===== config.mk =====
export PLATFORM = sky130hd
export DESIGN_NAME = aib_adapt_txmkins
export DESIGN_NICKNAME = d
export VERILOG_FILES = /design/src/rtl/aib_adapt_pkg.sv /design/src/rtl/aib_adapt_mkapply.sv /design/src/rtl/aib_adapt_txmkins.sv
export SDC_FILE = /design/constraint.sdc
export NUM_CORES = 1
export LEC_CHECK = 0
export BUFFER_PORTS_ARGS = -buffer_cell sky130_fd_sc_hd__buf_2
export CAP_MARGIN = 20
export CORE_AREA = 10 10 251 253
export DETAILED_ROUTE_END_ITERATION = 16
export DIE_AREA = 0 0 261 263
export PLACE_DENSITY = 0.59
export SLEW_MARGIN = 15
export SYNTH_ARGS = -nofsm -noshare
export SYNTH_HDL_FRONTEND = slang
export SYNTH_SLANG_ARGS = --single-unit

===== constraint.sdc =====
create_clock -name clk -period 10.2 [get_ports clk]
set_input_delay 1.53 -clock clk [delete_from_list [all_inputs] [get_ports clk]]
set_output_delay 1.53 -clock clk [all_outputs]
set_load 0.02 [all_outputs]

===== src/rtl/aib_adapt_pkg.sv =====
// Shared constants and types for the AIB TX adapt feeder.
package aib_adapt_pkg;

  localparam logic [1:0] FMODE_1TO1 = 2'b00;
  localparam logic [1:0] FMODE_2TO1 = 2'b01;
  localparam logic [1:0] FMODE_4TO1 = 2'b10;
  localparam logic [1:0] FMODE_REG  = 2'b11;

  localparam int BEAT_W    = 80;
  localparam int NUM_BEATS = 4;
  localparam int WORD_W    = BEAT_W * NUM_BEATS;

  typedef enum logic {ALIGN, RUN} state_t;

  // Index of the highest beat carrying data for a given FIFO ratio.
  function automatic int last_beat(input logic [1:0] mode);
    case (mode)
      FMODE_1TO1: return 0;
      FMODE_2TO1: return 1;
      default:    return NUM_BEATS - 1;
    endcase
  endfunction

endpackage


===== src/rtl/aib_adapt_mkapply.sv =====
// Combinational per-beat masking and word-marker insertion.
module aib_adapt_mkapply
  import aib_adapt_pkg::*;
(
  input  logic [1:0]        mode,
  input  logic              wm_en,
  input  logic [4:0]        mkbit,
  input  logic [WORD_W-1:0] word_in,
  output logic [WORD_W-1:0] word_out
);

  logic [6:0] mk_pos;
  logic       mk_on;
  int         last;

  assign mk_pos = 7'd79 - {2'b00, mkbit};
  assign mk_on  = wm_en && (mode != FMODE_REG);
  assign last   = last_beat(mode);

  // Only the final active beat carries a 1 marker; earlier active beats carry 0.
  always_comb begin
    word_out = '0;
    for (int b = 0; b < NUM_BEATS; b++) begin
      if (b <= last) begin
        word_out[b*BEAT_W +: BEAT_W] = word_in[b*BEAT_W +: BEAT_W];
        if (mk_on)
          word_out[b*BEAT_W + int'(mk_pos)] = (b == last);
      end
    end
  end

endmodule


===== src/rtl/aib_adapt_txmkins.sv =====
// TX adapt feeder: post-reset idle alignment run, valid/ready intake,
// marker insertion and saturating underrun count.
module aib_adapt_txmkins
  import aib_adapt_pkg::*;
#(
  parameter int ALIGN_WORDS = 16,
  parameter int UFLW_CNT_W  = 16
) (
  input  logic                  clk,
  input  logic                  rst,
  input  logic                  i_valid,
  output logic                  o_ready,
  input  logic [WORD_W-1:0]     i_data,
  input  logic [1:0]            r_fifo_mode,
  input  logic                  r_wm_en,
  input  logic [4:0]            r_mkbit,
  output logic [WORD_W-1:0]     o_data,
  output logic                  o_word_vld,
  output logic                  o_align_done,
  output logic [UFLW_CNT_W-1:0] o_uflw_cnt
);

  localparam int CNT_W = (ALIGN_WORDS > 1) ? $clog2(ALIGN_WORDS) : 1;
  localparam logic [CNT_W-1:0] CNT_LAST = CNT_W'(ALIGN_WORDS - 1);

  state_t            state;
  logic [CNT_W-1:0]  align_cnt;
  logic              bypass;
  logic              xfer;
  logic [WORD_W-1:0] mk_in;
  logic [WORD_W-1:0] mk_out;

  assign bypass = (r_fifo_mode == FMODE_REG);
  // Bypass is ready from the first cycle after release, before the FSM edge.
  assign o_ready = !rst && ((state == RUN) || bypass);
  assign xfer    = i_valid && o_ready;
  assign mk_in   = xfer ? i_data : '0;

  aib_adapt_mkapply u_mkapply (
    .mode     (r_fifo_mode),
    .wm_en    (r_wm_en),
    .mkbit    (r_mkbit),
    .word_in  (mk_in),
    .word_out (mk_out)
  );

  always_ff @(posedge clk or posedge rst) begin
    if (rst) begin
      state        <= ALIGN;
      align_cnt    <= '0;
      o_data       <= '0;
      o_word_vld   <= 1'b0;
      o_align_done <= 1'b0;
      o_uflw_cnt   <= '0;
    end else if (bypass) begin
      state        <= RUN;
      o_align_done <= 1'b1;
      o_word_vld   <= i_valid;
      if (i_valid)
        o_data <= i_data;
    end else if (state == ALIGN) begin
      o_data     <= mk_out;
      o_word_vld <= 1'b0;
      if (align_cnt == CNT_LAST) begin
        state        <= RUN;
        o_align_done <= 1'b1;
      end else begin
        align_cnt <= align_cnt + 1'b1;
      end
    end else begin
      o_data     <= mk_out;
      o_word_vld <= i_valid;
      if (!i_valid && (o_uflw_cnt != '1))
        o_uflw_cnt <= o_uflw_cnt + 1'b1;
    end
  end

endmodule


**Yosys cells after proc, flatten, opt, wreduce, memory -nomap -nowiden**

Index checks and enable logic that the tools add are counted.

- Flip-flop bits (word level): 343
- Input port bits: 331
- Output and inout bits: 339
- Word-level logic and storage cells: 86

- Add/subtract/negate cells: 6
- Magnitude comparators: 12
- Equality and inequality tests: 10
- Multiplexer cells: 32
- Bitwise gates (word level): 3
- Reductions and logical operators: 17

Operator list:

| cell | number |
|---|---|
| 2-to-1 mux 320 bit | 11 |
| bitwise mux 320 bit | 4 |
| greater-or-equal comparator 32 x 1 -> 1 bit (second input constant) | 3 |
| < comparator 32 x 11 -> 1 bit (second input constant) | 3 |
| zero test 32 bit | 1 |
| demux 1 bit (select 9 bit) | 3 |
| adder 8 x 7 -> 9 bit (first input constant) | 2 |
| adder 16 x 1 -> 16 bit (second input constant) | 1 |
| inequality test 16 bit (second input constant) | 1 |
| 2-to-1 mux 1 bit | 12 |
| < comparator 7 x 10 -> 1 bit (second input constant) | 1 |
| adder 7 x 7 -> 8 bit (first input constant) | 1 |
| logical AND 1 bit | 8 |
| demux 1 bit (select 7 bit) | 1 |
| greater-or-equal comparator 7 x 1 -> 1 bit (second input constant) | 1 |
| subtractor 7 x 5 -> 7 bit (first input constant) | 1 |
| AND reduction 3 bit | 2 |
| adder 4 x 1 -> 4 bit (second input constant) | 1 |
| equality test 2 bit (first input constant) | 2 |
| equality test 4 bit (second input constant) | 1 |
| less-or-equal comparator 1 x 2 -> 1 bit (first input constant) | 2 |
| less-or-equal comparator 2 bit (first input constant) | 2 |
| inequality test 2 bit (second input constant) | 2 |
| one-hot mux 2 bit (2 select lines) | 1 |
| 10 further kinds | 13 |

**Logic depth before layout (Yosys ltp)**

- Depth after elaboration: 18
- Gate-level depth with buffers: 7
- Gate-level depth less buffers: 5

**By module**

Synthesis repeated with hierarchy kept, for this count alone.

- Cell total of the unflattened synthesis: 2423
- Area total of the unflattened synthesis: 21493.1 µm²

Modules (own cells, without submodules):

| module | times used | cells each | area each (µm²) | sequential area each (µm²) |
|---|---|---|---|---|
| aib_adapt_txmkins | 1 | 1878 | 17943.5 | 8583.2 |
| aib_adapt_mkapply | 1 | 545 | 3549.7 | 0.0 |

**Least setup slack after synthesis**

OpenSTA, ideal clock, no wires.

- Path type: in2out
- Start point: in r_fifo_mode[1]
- End point: out o_ready
- Data arrival time: 2.589 ns
- Data required time: 8.670 ns
- Slack: 6.081 ns
- Cell stages on the path: 5
- Buffers on the path: 3
- Path through: buf_2 -> a21oi_1 -> nor2_1 -> clkbuf_1 -> buf_1

- Word-level cells in the longest chain between the ends: 3

Ends and longest elaborated chain:

| item | RTL line | RTL |
|---|---|---|
| from (decl) | aib_adapt_txmkins.sv:14 | `input logic [1:0] r_fifo_mode,` |
| equality test 2 bit | aib_adapt_txmkins.sv:33 | `assign bypass = (r_fifo_mode == FMODE_REG);` |
| logical OR 1 bit | aib_adapt_txmkins.sv:35 | `assign o_ready = !rst && ((state == RUN) \|\| bypass);` |
| logical AND 1 bit | aib_adapt_txmkins.sv:35 |  |
| to (decl) | aib_adapt_txmkins.sv:12 | `output logic o_ready,` |

No other way between the ends.

**Worst setup path in the final report**

- Start point: in r_fifo_mode[0]
- End point: out o_ready

Same word-level chain as after synthesis.

==> metrics.cfg <==
[clock_network]
ctsHtreeMaxLevel=2
cts_tree=built
cts_buffer_depth=3
cts_resized=0
cts_root_buf=clkbuf_16
cts_post_setup_buffers_inserted=0
insertion_delay_ps=550
clk_pin_slew_ps=60
cts-buffers-inserted=41
clock-sinks=343
ctsHoldBuffers=0

[placed_design]
port_buffers=669
place_inst=2656
gp_congestion=0.843
hpwl_mm=49.4
dp_slack_ps=5440

[run]
maxCapViolCount=0

[sta]
hold_viol_final=0
skew_ps=11.1
period_needed_ps=4810
rsz0062_at_grt=no
finalSetupTns_ps=0
holdWs_ps=492
min_period_over_period_pct=47.2
drv_slew=0
relSlewSlack_pct=19.7
setup_viol_count_final=0
tightest_slew_ps=1200
finalWorstSetupSlack_ps=5390
max_freq_mhz=208

[global_route]
grtUsageTotal_pct=18.8
grt_pass1_vias=14800
antenna_found_initial=12
grt_max_degree=199
grt_pass1_wl_mm=99.4
grt-ovfl-total=0

[floorplan]
num_rows=89
die-area_sq_um=68600
die_y_microns=263
ios=670
die_x_microns=261
initial_core_util_pct=26.4
fp.coreArea_sq_um=58200

[power]
ir_worst_vdd_mv=0.117
p_leak_nw=10.6
power_density_nw_per_um2=170

[detailed_routing]
initialDrtViolationCount=1094
wl_met3_mm=5.40
top_layer=met5
wl_met1_mm=26.8
first_pass_iters=5
drc_errors=0
dr_total_vias=14400
viasPerCell=5.25
ant_nets=0
wirelength_mm=68.0
wire_per_inst_microns=24.9
wl_met2_mm=34.1

[synth]
synth_nets=1677
yosysWarnings=0
syn_area_per_cell_sq_um=11.4
ys_seq_area_share_pct=55.9
synthArstFlopShare_pct=100
netlist_area_sq_um=15400
synth_cells=1344
synthDominantCellAreaShare_pct=55.9
synth_cell_types=43
synth_area_leaders=dfrtp_1 56%, a22o_1 13%, mux2i_1 3.6%
ys_seq_elements=343
synth_top_area_cell=dfrtp_1
synth_ff_type=dfrtp_1
synth_edf_count=0

[cells_and_area]
layout_common_cells=667 x buf_2, 343 x dfrtp_1, 225 x a22o_1, 91 x nand2_1, 71 x nor3_1
final_common_cell=buf_2
fill_cells=5873
drive_gt1_share_pct=40.9
nets=2261
area_growth_syn_to_layout_pct=34.7
final_core_util_pct=35.5
stdcell_count=2735

[status]
status=finished, final reports clean

[worst_setup_path]
path_class=in2out
cp_max_fo=65
startpoint_type=input pin
critical_path_arrival_ps=3280
crit_required_ps=8670
cp-end-kind=output port

[min_path]
min_path_type=reg2reg

[logic make-up after synthesis]
kind of cell,count (synthesis),synth area share (%)
fa+ha+maj,2,0.163
flops,343,55.9
buf+inv,149,3.88
compound gates,420,21.9
simple gates,323,11.1
mux,90,6.14
xor+xnor,17,0.969
[report_power, final]
group,switching (mW),internal (mW)
logic,0.372,0.206
clock network,0.589,0.841
registers,0.0644,1.44
total,1.03,2.49
[registers in the layout, summed over array words and instances (netlist names)]
| register | count |
|---|---|
| o_word_vld | 1 |
| o_uflw_cnt | 16 |
| o_data | 320 |
| o_align_done | 1 |
| state | 1 |
| align_cnt | 4 |
[per-stage QoR]
| step | total power, mW | cell area, sq um |
|---|---|---|
| 3_5_place_dp | 2.11 | 19300 |
| 4_1_cts | 3.56 | 20600 |
| 5_1_grt | 3.67 | 20700 |
| 2_1_floorplan | 1.84 | 15400 |
| 6_report | 3.52 | 20700 |
| 3_3_place_gp | 2.10 | 19300 |
[critical path, stage by stage]
cell and delay (ps):
buf_4 420, a21oi_1 250, nor2_4 110, buf_4 550, buf_2 300
[area by class of cell]
class	count	area, sq um	area share, %
flip-flops and latches	343	8580	41.5
multi-input cells	852	6230	30.1
repair buffers	689	3580	17.3
clock buffers	62	1200	5.82
well taps	773	967	4.67
clock inverters	10	105	0.508
diodes	5	12.5	0.0605
inverters	1	7.51	0.0363
[worst paths after layout]
path                                          from                       to  slack (ps)  depth (start not counted)
hold reg to reg            o_data[270]$_DFFE_PP0P_  o_data[270]$_DFFE_PP0P_         490                          1
setup reg to reg                   state$_DFF_PP0_  o_data[317]$_DFFE_PP0P_        7780                          6
max in group asynchronous                      rst  o_data[307]$_DFFE_PP0P_        7370                          4
min in group asynchronous                      rst     o_word_vld$_DFF_PP0_        1220                          3
setup / recovery                    r_fifo_mode[0]                  o_ready        5390                          5
hold / removal             o_data[270]$_DFFE_PP0P_  o_data[270]$_DFFE_PP0P_         490                          1
[Yosys cell counts (all sizes together) (5+ instances only)]
cell     count
o21ai       57
dfrtp      343
nor2        12
a221o        7
nor4         6
mux2i       56
nor2b        5
clkbuf     108
mux2        34
buf         40
a22o       225
a21oi       26
nand3       37
nor3        71
o221ai      64
nand2       95
nand4bb      6
nand4b       6
a41oi       32
or3         34
xor2        16
nand4       38
[layer usage]
metal | track usage (%) | vias to the layer above
li1 | - | 6361
met1 | 22.3 | 7263
met2 | 32.7 | 614
met3 | 5.10 | 105
met4 | 5.14 | 10
met5 | 0 | -
No activity file was read; power rests on OpenSTA's default activity.
